### src/rtl/uart_pkg.sv
// -----------------------------------------------------------------------------
// uart_pkg
// Shared definitions for the UART transmit and receive paths.
//   - uart_state_e : frame sequencing states (IDLE, START, DATA, PARITY, STOP)
//   - LINE_*       : serial line levels for idle, start and stop
//   - *_DEF        : default frame geometry (8 data bits, 115200 baud @ 50 MHz)
//   - frame_clks() : total clk cycles occupied by one frame
// -----------------------------------------------------------------------------
package uart_pkg;

  typedef enum logic [2:0] {
    S_IDLE   = 3'd0,
    S_START  = 3'd1,
    S_DATA   = 3'd2,
    S_PARITY = 3'd3,
    S_STOP   = 3'd4
  } uart_state_e;

  // Line levels: the line idles high, a frame opens with a low start bit.
  localparam logic LINE_IDLE  = 1'b1;
  localparam logic LINE_START = 1'b0;
  localparam logic LINE_STOP  = 1'b1;

  localparam int UART_DATA_W_DEF       = 8;
  localparam int UART_CLKS_PER_BIT_DEF = 434;
  localparam int UART_STOP_BITS_DEF    = 1;

  // Cycles from the first start-bit cycle to the last stop-bit cycle.
  function automatic int frame_clks(input int data_w, input int parity_en,
                                    input int stop_bits, input int clks_per_bit);
    return (1 + data_w + parity_en + stop_bits) * clks_per_bit;
  endfunction

endpackage

### src/rtl/uart_baud_cnt.sv
// -----------------------------------------------------------------------------
// uart_baud_cnt
// Bit-period timer. Counts 0..CLKS_PER_BIT-1 while run is high and pulses tick
// on the last cycle of every bit period. Held at 0 while run is low, so a new
// frame always starts with a full-length first bit.
// Ports:
//   clk     : system clock, posedge
//   reset_n : asynchronous active-low reset
//   run     : count enable; counter cleared while low
//   tick    : one-cycle pulse on the final cycle of each bit period
// -----------------------------------------------------------------------------
module uart_baud_cnt
  import uart_pkg::*;
#(
  parameter int CLKS_PER_BIT = UART_CLKS_PER_BIT_DEF
) (
  input  logic clk,
  input  logic reset_n,
  input  logic run,
  output logic tick
);

  localparam int CW = (CLKS_PER_BIT > 1) ? $clog2(CLKS_PER_BIT) : 1;
  localparam logic [CW-1:0] LAST = CW'(CLKS_PER_BIT - 1);

  logic [CW-1:0] cnt_q, cnt_d;

  assign tick = run && (cnt_q == LAST);

  always_comb begin
    // NOTE: every always_comb output gets a default first, so no path leaves
    // it unassigned and no latch is inferred.
    cnt_d = cnt_q;
    if (!run) begin
      cnt_d = '0;
    end else if (cnt_q == LAST) begin
      cnt_d = '0;
    end else begin
      cnt_d = cnt_q + 1'b1;
    end
  end

  // NOTE: flops use non-blocking assignment so each one samples the values
  // that were present before the edge, independent of statement order.
  always_ff @(posedge clk or negedge reset_n) begin
    if (!reset_n) begin
      cnt_q <= '0;
    end else begin
      cnt_q <= cnt_d;
    end
  end

endmodule

### src/rtl/uart_tx_stream.sv
// -----------------------------------------------------------------------------
// uart_tx_stream
// UART serializer fed by a valid/ready byte stream. Each accepted word is sent
// as: 1 start bit, DATA_W data bits LSB-first, optional parity bit, STOP_BITS
// stop bits. txd comes straight from a flop, one cycle behind the state, so
// it falls on the first posedge after the handshake edge.
// s_ready is high in IDLE and in the final cycle of the last stop bit; a
// handshake in that cycle chains the next frame with no idle gap.
// Ports:
//   clk     : system clock, posedge
//   reset_n : asynchronous active-low reset; aborts any frame in flight
//   s_valid : upstream word valid
//   s_ready : a word is accepted this cycle if s_valid is also high
//   s_data  : word to transmit, captured at the handshake edge
//   txd     : serial line, idle high
//   busy    : a frame is in progress
// -----------------------------------------------------------------------------
module uart_tx_stream
  import uart_pkg::*;
#(
  parameter int DATA_W       = UART_DATA_W_DEF,
  parameter int CLKS_PER_BIT = UART_CLKS_PER_BIT_DEF,
  parameter int PARITY_EN    = 0,
  parameter int PARITY_ODD   = 0,
  parameter int STOP_BITS    = UART_STOP_BITS_DEF
) (
  input  logic              clk,
  input  logic              reset_n,
  input  logic              s_valid,
  output logic              s_ready,
  input  logic [DATA_W-1:0] s_data,
  output logic              txd,
  output logic              busy
);

  localparam int BCW = $clog2(DATA_W + 1);
  localparam logic [BCW-1:0] LAST_DATA_BIT = BCW'(DATA_W - 1);
  localparam logic [BCW-1:0] LAST_STOP_BIT = BCW'(STOP_BITS - 1);
  localparam logic           PAR_ODD       = (PARITY_ODD != 0);
  localparam uart_state_e    AFTER_DATA    = (PARITY_EN != 0) ? S_PARITY : S_STOP;

  uart_state_e       state_q, state_d;
  logic [BCW-1:0]    bit_q, bit_d;
  logic [DATA_W-1:0] shift_q, shift_d;
  logic              parity_q, parity_d;
  logic              txd_q, txd_d;

  logic tick;
  logic baud_run;
  logic last_stop_cycle;
  logic handshake;

  assign baud_run = (state_q != S_IDLE);

  uart_baud_cnt #(
    .CLKS_PER_BIT(CLKS_PER_BIT)
  ) u_baud (
    .clk    (clk),
    .reset_n(reset_n),
    .run    (baud_run),
    .tick   (tick)
  );

  // s_ready depends only on registered state and the counters.
  assign last_stop_cycle = (state_q == S_STOP) && tick && (bit_q == LAST_STOP_BIT);
  assign s_ready         = (state_q == S_IDLE) || last_stop_cycle;
  assign handshake       = s_valid && s_ready;

  assign txd  = txd_q;
  assign busy = (state_q != S_IDLE);

  // Next-state, counters and capture.
  always_comb begin
    state_d  = state_q;
    bit_d    = bit_q;
    shift_d  = shift_q;
    parity_d = parity_q;

    unique case (state_q)
      S_IDLE: begin
        if (handshake) begin
          state_d  = S_START;
          shift_d  = s_data;
          parity_d = (^s_data) ^ PAR_ODD;
        end
      end

      S_START: begin
        if (tick) begin
          state_d = S_DATA;
        end
      end

      S_DATA: begin
        if (tick) begin
          shift_d = shift_q >> 1;
          if (bit_q == LAST_DATA_BIT) begin
            bit_d   = '0;
            state_d = AFTER_DATA;
          end else begin
            bit_d = bit_q + 1'b1;
          end
        end
      end

      S_PARITY: begin
        if (tick) begin
          state_d = S_STOP;
        end
      end

      S_STOP: begin
        if (tick) begin
          if (bit_q == LAST_STOP_BIT) begin
            bit_d = '0;
            // Chaining straight into START keeps frames gap-free.
            if (handshake) begin
              state_d  = S_START;
              shift_d  = s_data;
              parity_d = (^s_data) ^ PAR_ODD;
            end else begin
              state_d = S_IDLE;
            end
          end else begin
            bit_d = bit_q + 1'b1;
          end
        end
      end

      default: begin
        state_d = S_IDLE;
      end
    endcase
  end

  // Line level for the current state; registered so txd never glitches.
  always_comb begin
    txd_d = LINE_IDLE;
    unique case (state_q)
      S_IDLE:   txd_d = LINE_IDLE;
      S_START:  txd_d = LINE_START;
      S_DATA:   txd_d = shift_q[0];
      S_PARITY: txd_d = parity_q;
      S_STOP:   txd_d = LINE_STOP;
      default:  txd_d = LINE_IDLE;
    endcase
  end

  always_ff @(posedge clk or negedge reset_n) begin
    if (!reset_n) begin
      state_q  <= S_IDLE;
      bit_q    <= '0;
      shift_q  <= '0;
      parity_q <= 1'b0;
      txd_q    <= LINE_IDLE;
    end else begin
      state_q  <= state_d;
      bit_q    <= bit_d;
      shift_q  <= shift_d;
      parity_q <= parity_d;
      txd_q    <= txd_d;
    end
  end

endmodule

### config.mk
export PLATFORM = sky130hd
export DESIGN_NAME = uart_tx_stream
export DESIGN_NICKNAME = d
export VERILOG_FILES = /design/src/rtl/uart_pkg.sv /design/src/rtl/uart_baud_cnt.sv /design/src/rtl/uart_tx_stream.sv
export SDC_FILE = /design/constraint.sdc
export NUM_CORES = 1
export LEC_CHECK = 0
export ABC_AREA = 1
export BUFFER_PORTS_ARGS = -buffer_cell sky130_fd_sc_hd__clkbuf_2
export CAP_MARGIN = 30
export CORE_UTILIZATION = 45
export DETAILED_ROUTE_END_ITERATION = 10
export PLACE_DENSITY = 0.66
export REMOVE_ABC_BUFFERS = 1
export SETUP_SLACK_MARGIN = 0.02
export SYNTH_ARGS = -nofsm -noshare
export SYNTH_HDL_FRONTEND = slang
export SYNTH_HIERARCHICAL = 1
export SYNTH_SLANG_ARGS = --single-unit
### constraint.sdc
create_clock -name clk -period 5.2 [get_ports clk]
set_input_delay 1.56 -clock clk [delete_from_list [all_inputs] [get_ports clk]]
set_output_delay 1.56 -clock clk [all_outputs]
set_load 0.05 [all_outputs]
==> results.sh <==
export IMPL_hold_path_class="register to register"
export IMPL_clockBufferDepth=2
export IMPL_synth_commonest_cells="63 x nand2_1, 25 x dfrtp_1, 25 x inv_1"
export IMPL_vias_per_cell=4.723
export IMPL_cts_root_buf="clkbuf_4"
export IMPL_fin_tns_setup_ns=0
export IMPL_ctsHoldBuffers=0
export IMPL_ys_types=28
export IMPL_synth_top_cell_by_area="dfrtp_1"
export IMPL_synth_edf_count=0
export IMPL_ir_worst_vdd_uv=178.4
export IMPL_drt_initial_drc_count=46
export IMPL_required_ns=3.64
export IMPL_dieArea_um2=3804
export IMPL_leakage_nw=0.9452
export IMPL_min_to="shift_q[7]"
export IMPL_critPathKind="register to output port"
export IMPL_rsz0062_at_grt="no"
export IMPL_hold_start="shift_q[7]"
export IMPL_synth_flop_cell="dfrtp_1"
export IMPL_synthTopCellsByArea="dfrtp_1 39%, nand2_1 15%, nand3_1 6.2%, inv_1 5.9%, o21ai_0 4.4%"
export IMPL_io_pins=14
export IMPL_final_period_utilization_pct=71.53
export IMPL_setup_viol=0
export IMPL_place_congestion=0.7733
export IMPL_clock_skew_ns=0.006371
export IMPL_post_cts_setup_buffers=0
export IMPL_setup_slack_ns=1.480
export IMPL_initial_utilization_pct=47.66
export IMPL_vias=1294
export IMPL_drc_errors=0
export IMPL_r2r_slack_ns=3.10
export IMPL_clk_transition_reported_paths_ns=0.13
export IMPL_fin_cells=274
export IMPL_avgSynthCellArea_um2=7.560
export IMPL_overflow=0
export IMPL_diodes=0
export IMPL_hold_depth=2
export IMPL_postLayoutCoreUtil_pct=52.72
export IMPL_cts_made_buffers=3
export IMPL_p_per_area_nw_per_um2=460.9
export IMPL_first_pass_iters=4
export IMPL_rr_worst_depth=11
export IMPL_hpwl_mm=2.160
export IMPL_status="finished clean"
export IMPL_cts_tree="done"
export IMPL_worst_setup_path_start_kind="register"
export IMPL_wirelength_mm=2.797
export IMPL_layout_nets=244
export IMPL_grtUsageTotal_pct=16.89
export IMPL_slew_violations=0
export IMPL_antenna_left=0
export IMPL_avgRoutedWirePerCell_um=10.21
export IMPL_cp_startpoint="state_q[1]"
export IMPL_yosys_warnings=6
export IMPL_synth_area_um2=1603
export IMPL_synth_cells=212
export IMPL_worstMarginPinSlew_ns=0.6464
export IMPL_dp_cells=270
export IMPL_relSlewSlack_pct=56.91
export IMPL_yosysMostFrequentCell="nand2_1"
export IMPL_drv_cap=0
export IMPL_end_kind="output port"
export IMPL_yosys_area_top_type_share_pct=39.03
export IMPL_fp_dieW_um=61.68
export IMPL_core_region_area_um2=3363
export IMPL_h_tree_depth=1
export IMPL_clk_insertion_delay_late_ns=0.31
export IMPL_crit_fanout=8
export IMPL_async_flop_share_pct=100.0
export IMPL_grt_pass1_vias=1166
export IMPL_fill_cells=338
export IMPL_hold_ws_ns=0.4882
export IMPL_ys_ff_latch=26
export IMPL_layout_drive_gt1_share_pct=19.30
export IMPL_placementRows=21
export IMPL_dp_slack_ns=1.844
export IMPL_layout_min_cycle_time_ns=3.720
export IMPL_yosysSeqAreaShare_pct=40.67
export IMPL_hold_violations=0
export IMPL_cts_num_sinks=26
export IMPL_antenna_found_initial=0
export IMPL_rr_startpoint="state_q[1]"
export IMPL_fmax_mhz=268.8
export IMPL_cp_arrival_ns=2.16
export IMPL_grt_max_degree=27
export IMPL_chipHeight_um=61.68
export IMPL_cts_resized=0
export IMPL_portBuffers=13
export IMPL_grt_pass1_wl_mm=4.726
export IMPL_r2r_end="shift_q[7]"
export IMPL_area_delta_synth_final_pct=10.62
worst max path at each step:
| stage | endpoint |
|---|---|
| 2_1_floorplan | s_ready |
| 3_3_place_gp | s_ready |
| 3_5_place_dp | s_ready |
| 4_1_cts | s_ready |
| 5_1_grt | s_ready |
| 6_report | s_ready |
area by class of cell:
type                       count  area [um^2]  area share (%)
clock buffer                   3        22.52           1.270
inverter                      28        105.1           5.928
tap                           46        57.56           3.246
sequential                    26        651.9           36.77
clock inverter                 1        30.03           1.694
multi-input combinational    157        840.8           47.42
timing repair buffer          13        65.06           3.670
registers in the layout (all words and copies together) (netlist names):
register and count:
shift_q 8, u_baud/cnt_q 9, parity_q 1, bit_q 4, state_q 3, txd 1
per-layer routing:
metal,track usage [%],up-vias,wire [um]
li1,-,694,-
met1,20.34,591,1309
met2,31.03,9,1444
met3,1.891,0,42
met4,5.714,0,0
met5,0,-,0
placed cells by master, fill, tap and decap left out, types with 2 or more instances in the layout:
master,count
nand2_1,63
inv_1,25
dfrtp_1,25
nand3_1,20
nor2_1,15
o21ai_0,14
clkbuf_2,13
nor2_2,9
a21oi_1,4
nand2_4,4
ha_1,4
inv_2,3
nand2_2,3
xor2_1,3
xnor2_1,3
o21ai_1,3
clkbuf_4,3
nand3_2,2
power breakdown:
part	internal, W	leakage (nW)	switching, W	total (W)
logic	0.000120	0.577	0.000252	0.000372
clock network	0.0000779	0.0279	0.0000583	0.000136
registers	0.000262	0.340	0.0000464	0.000309
through the flow:
step	power, W	cell area, um^2
CTS	0.0008337	1773
floorplan	0.0006118	1598
global route	0.0009011	1773
global placement	0.0006889	1720
detailed placement	0.0006901	1720
finish	0.0008171	1773
cell families after synthesis:
group / after synthesis / synth area share, %
flip-flops: 26 / 40.67
AND/OR/NAND/NOR: 123 / 38.02
buffers and inverters: 29 / 6.869
XOR/XNOR: 6 / 3.279
AO/OA/AOI/OAI: 24 / 8.041
adder cells (fa/ha/maj): 4 / 3.123
worst max-delay path, stage by stage (launching register included):
cell and delay [ns]:
dfrtp_1 0.52, nor2_4 0.08, nand2_1 0.25, inv_1 0.12, nor2_1 0.27, nand3_1 0.14, o21ai_2 0.17, clkbuf_2 0.30
No activity file was read; power rests on OpenSTA's default activity.
